==> src/rtl/asfifo_pkg.sv <==
// Shared types and constants for the ASFIFO read-side drain logic.
package asfifo_pkg;

  typedef enum logic [1:0] {
    IDLE  = 2'd0,
    RUN   = 2'd1,
    DRAIN = 2'd2
  } rd_state_t;

  localparam int RD_BUF_DEPTH = 3;

  // Bits needed to hold 0..n-1, never less than one so BURST=1 still gets a counter.
  function automatic int clog2(input int n);
    int w;
    w = 1;
    while ((1 << w) < n) w++;
    return w;
  endfunction

endpackage

==> src/rtl/asfifo_rd_buf.sv <==
// Three-entry circular buffer that soaks up the FIFO read latency;
// head is presented combinationally, occ counts stored words.
module asfifo_rd_buf
  import asfifo_pkg::*;
#(
  parameter int WIDTH = 16
) (
  input  logic             clk,
  input  logic             rst_n,
  input  logic             push,
  input  logic [WIDTH-1:0] push_data,
  input  logic             pop,
  output logic [WIDTH-1:0] head,
  output logic [1:0]       occ
);

  logic [WIDTH-1:0] mem [RD_BUF_DEPTH];
  logic [1:0]       rd_ptr;
  logic [1:0]       wr_ptr;
  logic             pop_ok;

  function automatic logic [1:0] bump(input logic [1:0] p);
    return (p == 2'(RD_BUF_DEPTH - 1)) ? 2'd0 : p + 2'd1;
  endfunction

  assign pop_ok = pop && (occ != 2'd0);
  assign head   = mem[rd_ptr];

  // Storage is cleared on reset so the head reads as zero while empty.
  always_ff @(posedge clk or negedge rst_n) begin
    if (!rst_n) begin
      rd_ptr <= '0;
      wr_ptr <= '0;
      occ    <= '0;
      for (int i = 0; i < RD_BUF_DEPTH; i++) mem[i] <= '0;
    end else begin
      if (push) begin
        mem[wr_ptr] <= push_data;
        wr_ptr      <= bump(wr_ptr);
      end
      if (pop_ok) rd_ptr <= bump(rd_ptr);
      case ({push, pop_ok})
        2'b10:   occ <= occ + 2'd1;
        2'b01:   occ <= occ - 2'd1;
        default: occ <= occ;
      endcase
    end
  end

endmodule

==> src/rtl/asfifo_rd_drain.sv <==
// Read-domain consumer for the ASFIFO: issues reads, buffers the returned
// words, frames them into fixed bursts and checks for an incrementing sequence.
module asfifo_rd_drain
  import asfifo_pkg::*;
#(
  parameter int WIDTH = 16,
  parameter int BURST = 8,
  parameter int ERRW  = 8
) (
  input  logic             rdclk,
  input  logic             rd_rst_n,
  input  logic             enable,
  output logic             rd_en,
  input  logic [WIDTH-1:0] rd_data,
  input  logic             rd_empty,
  output logic             m_valid,
  input  logic             m_ready,
  output logic [WIDTH-1:0] m_data,
  output logic             m_last,
  output logic             seq_err,
  output logic [ERRW-1:0]  err_cnt,
  output logic             busy
);

  localparam int            FW       = clog2(BURST);
  localparam logic [FW-1:0] LAST_IDX = FW'(BURST - 1);

  rd_state_t        state;
  logic             pend;
  logic             armed;
  logic [1:0]       occ;
  logic [2:0]       inflight;
  logic [FW-1:0]    fcnt;
  logic [WIDTH-1:0] exp_word;
  logic [WIDTH-1:0] head;
  logic             accept;

  // Reads are throttled on words already owed to the buffer, so a push never overflows.
  assign inflight = {1'b0, occ} + {2'b00, pend};
  assign rd_en    = (state == RUN) && !rd_empty && (inflight < 3'(RD_BUF_DEPTH));
  assign m_valid  = (occ != 2'd0);
  assign accept   = m_valid && m_ready;
  assign m_data   = head;
  assign m_last   = m_valid && (fcnt == LAST_IDX);
  assign busy     = (state != IDLE);

  asfifo_rd_buf #(
    .WIDTH(WIDTH)
  ) u_buf (
    .clk      (rdclk),
    .rst_n    (rd_rst_n),
    .push     (pend),
    .push_data(rd_data),
    .pop      (accept),
    .head     (head),
    .occ      (occ)
  );

  always_ff @(posedge rdclk or negedge rd_rst_n) begin
    if (!rd_rst_n) begin
      state <= IDLE;
    end else begin
      case (state)
        IDLE:    if (enable) state <= RUN;
        RUN:     if (!enable) state <= DRAIN;
        DRAIN: begin
          if (enable)                          state <= RUN;
          else if (!pend && (occ == 2'd0))     state <= IDLE;
        end
        default: state <= IDLE;
      endcase
    end
  end

  // The expected word always reloads from what arrived, so one glitch costs one error.
  always_ff @(posedge rdclk or negedge rd_rst_n) begin
    if (!rd_rst_n) begin
      pend     <= 1'b0;
      fcnt     <= '0;
      armed    <= 1'b0;
      exp_word <= '0;
      seq_err  <= 1'b0;
      err_cnt  <= '0;
    end else begin
      pend    <= rd_en;
      seq_err <= 1'b0;
      if (accept) fcnt <= (fcnt == LAST_IDX) ? '0 : fcnt + 1'b1;
      if (pend) begin
        exp_word <= rd_data + 1'b1;
        armed    <= 1'b1;
        if (armed && (rd_data != exp_word)) begin
          seq_err <= 1'b1;
          if (err_cnt != '1) err_cnt <= err_cnt + 1'b1;
        end
      end
    end
  end

endmodule

==> config.mk <==
export PLATFORM = sky130hd
export DESIGN_NAME = asfifo_rd_drain
export DESIGN_NICKNAME = d
export VERILOG_FILES = /design/src/rtl/asfifo_pkg.sv /design/src/rtl/asfifo_rd_buf.sv /design/src/rtl/asfifo_rd_drain.sv
export SDC_FILE = /design/constraint.sdc
export NUM_CORES = 1
export LEC_CHECK = 0
export ABC_AREA = 1
export CAP_MARGIN = 15
export CORE_MARGIN = 3
export CORE_UTILIZATION = 51
export CTS_BUF_LIST = sky130_fd_sc_hd__clkbuf_8 sky130_fd_sc_hd__clkbuf_16
export DETAILED_ROUTE_END_ITERATION = 6
export PLACE_DENSITY_LB_ADDON = 0.3
export SETUP_SLACK_MARGIN = 0.3
export SLEW_MARGIN = 20
export SYNTH_ARGS = -nofsm -noshare
export SYNTH_HDL_FRONTEND = slang
export SYNTH_HIERARCHICAL = 1
export SYNTH_SLANG_ARGS = --single-unit
export TNS_END_PERCENT = 30
==> constraint.sdc <==
create_clock -name rdclk -period 1.85 [get_ports rdclk]
set_clock_uncertainty 0.15 [all_clocks]
set_input_delay 0.185 -clock rdclk [delete_from_list [all_inputs] [get_ports rdclk]]
set_output_delay 0.185 -clock rdclk [all_outputs]
set_load 0.05 [all_outputs]
==> run metrics <==
GRT overflow 0; die span in y 98.9 um; Final nets 695; switching share of total power 0.448; sequential-to-total area share from yosys stat 0.489; Core Rows 33; DR pass1 iterations 4; antenna viol nets, final 0; CP Buf/Inv Count 1; commonest non-fill, non-tap cells in the layout nand2_1 (176), dfrtp_1 (76), inv_1 (60); crit path cell chain ha_4 -> ha_4 -> a2111oi_4 -> buf_12; initial core utilization 0.530; outcome finished with violations; share of cells above drive strength 1 0.308; VDD IR-drop max 822 uV; Syn. warnings 6; sw power 5140 uW; H-Tree Depth 3; first-pass GRT wire length 18.2 mm; Wirelength per Cell 14.6 um; Clock Tree Buf Depth 2; final worst path period share 1.13; CP delay by family, top flip-flops; RSZ-0062 raised after global routing yes; worst hold-check path type in2reg; Antenna Cells 0; Critical-path top delay cell dfrtp_2; leak pwr 0.00330 uW; CP max FO 2; setup TNS -0.669 ns; post-synth cell types 31; synthesis-to-finish area growth 43.7%; setup violators final 16; total power per unit cell area 1810 nW/um^2; IO Pins 50; worst skew pair latency 0.35 ns; Slew HR 0.697; flop and latch count out of synthesis 86; max_cap viols 0; critical path class reg2out; Final Hold Fails 0; combinational share of power 0.581; EDFF count, synth 0; Peak Freq 479 MHz; vias per cell 5.27; Synth Flop Type dfrtp_1; most common cell after layout, fill and taps aside nand2_1; die width 98.9 um; cell area after synthesis 4400 um^2; antenna violations before repair 0; # port buffers 49; post-route DRC violation count 0; power share of the sequential group 0.305; async set-or-reset flop fraction in the synthesized netlist 1.00; Mean Syn Cell Area 7.69 um^2; Worst Setup Slack, final -0.239 ns; failing checks negative setup slack; WP data required 1.51 ns; Top cell by count, worst path ha_4; Placer Congestion 0.813; Clock transition at path regs 0.09 ns; CTS Sinks 86; area of the multi-input gates 2400 um^2; fillers 586; Clk pwr share 0.114; Synthesized Nets 600; internal power 6330 uW; Final Max Slew Viols 0; GR Util All Layers 0.230; Die Area 9770 um^2; actual slew at the worst max-slew pin 0.454 ns; slowest stage delay, CP 0.44 ns; Period minus WS final 2.09 ns; drt total wl 11.4 mm; Mapped Cells 572; clk root buf clkbuf_8; hpwl dp 6.97 mm; largest net degree at the start of global routing 87; pre-CTS setup slack -0.122 ns; Sequential cell area 2160 um^2; vias in the first global route 3982; Arrival @ worst endpoint 1.75 ns; TritonCTS Buffers 9; Via Count 4097; crit start category flip-flop; nature of the critical path endpoint output port; 1st-iter DRT viols 175; CTS tree yes; core box area 8300 um^2
-- what timing repair did --
action / CTS / global route
pin swaps: 28 / 23
gates cloned: 3 / 0
gates resized for setup: 56 / 72
setup buffers: 3 / 8
endpoints found under the setup margin: 31 / 58
hold buffers: 1 / 0
hold endpoints to repair: 86 / 0
-- metal layers --
layer	share of wire	up-vias	GRT usage
li1	-	1989	-
met1	0.41	1974	0.296
met2	0.52	107	0.390
met3	0.041	27	0.0340
met4	0.023	0	0.0956
met5	0	-	0
-- cells in the mapped netlist (3+ instances only) --
cell type / count / share of area
nand2_1: 215 / 0.18
nor2_4: 4 / 0.010
ha_1: 7 / 0.020
xor2_1: 11 / 0.022
buf_2: 8 / 0.0091
nor2_1: 30 / 0.026
nand3_1: 25 / 0.028
nand4_1: 11 / 0.016
o21ai_0: 30 / 0.034
o22ai_1: 3 / 0.0043
inv_2: 7 / 0.0060
o21ai_1: 40 / 0.046
nand3_2: 4 / 0.0091
nor2_2: 4 / 0.0057
inv_1: 66 / 0.056
dfrtp_1: 86 / 0.49
clkbuf_1: 4 / 0.0034
-- kinds of logic (layout without fill, tap and decap cells) --
kind of cell	Yosys count	in the layout	synth area share
AO/OA/AOI/OAI	79	79	0.0939
adder cells (fa/ha/maj)	7	7	0.0199
XOR/XNOR	12	12	0.0239
buffers and inverters	90	190	0.0842
flip-flops	86	86	0.489
AND/OR/NAND/NOR	298	298	0.289
-- flip-flops by register name, indices dropped and copies added (netlist names) --
| name | flops |
|---|---|
| exp_word | 16 |
| pend | 1 |
| u_buf/mem | 48 |
| err_cnt | 8 |
| armed | 1 |
| seq_err | 1 |
| fcnt | 3 |
| u_buf/rd_ptr | 2 |
| u_buf/occ | 2 |
| state | 2 |
| u_buf/wr_ptr | 2 |
-- per-stage QoR --
step                      total power (uW)  cells   util  area [um^2]  hold slack, ns
after floorplan                       6570    572      -         4510          -0.261
after global placement                8730    746  0.665         5520           0.107
after detailed placement              8920    746  0.665         5520           0.106
after CTS                            10700    769  0.721         5980           0.181
after global routing                 12100    777  0.761         6320           0.123
final                                11500    777  0.761         6320          0.0898
-- worst paths after layout --
kind / startpoint / cells past startpoint / end / slack [ns]
worst max-delay path: pend / 4 / rd_en / -0.24
worst min-delay path: rd_data[1] / 4 / exp_word[1] / 0.09
worst max register to register: u_buf/occ[0] / 13 / u_buf/occ[1] / -0.04
worst min register to register: armed / 1 / armed / 0.34
max in group asynchronous: rd_rst_n / 3 / u_buf/rd_ptr[0] / 0.92
min in group asynchronous: rd_rst_n / 3 / fcnt[2] / 0.25
-- worst min-delay path, delay by kind of cell --
kind                     cells  cell delay, ns
AND/OR/NAND/NOR              1            0.04
buffers and inverters        1            0.10
adder cells (fa/ha/maj)      1            0.15
AO/OA/AOI/OAI                1            0.08
-- final cells by class --
cell class | count | share of cell area
Clock buffer | 9 | 0.0196
Clock inverter | 7 | 0.0105
Inverter | 74 | 0.0463
Multi-Input combinational cell | 396 | 0.380
Sequential cell | 86 | 0.343
Tap cell | 105 | 0.0208
Timing Repair Buffer | 100 | 0.181
-- power groups by stage --
| stage | clock, uW | sequential, uW | combinational [uW] |
|---|---|---|---|
| 2_1_floorplan | 0 | 3400 | 3170 |
| 3_3_place_gp | 0 | 3310 | 5420 |
| 3_5_place_dp | 0 | 3360 | 5560 |
| 4_1_cts | 1310 | 3350 | 6070 |
| 5_1_grt | 1390 | 3600 | 7140 |
| 6_report | 1310 | 3490 | 6670 |
Note: power is estimated with default switching activity, not from simulation.
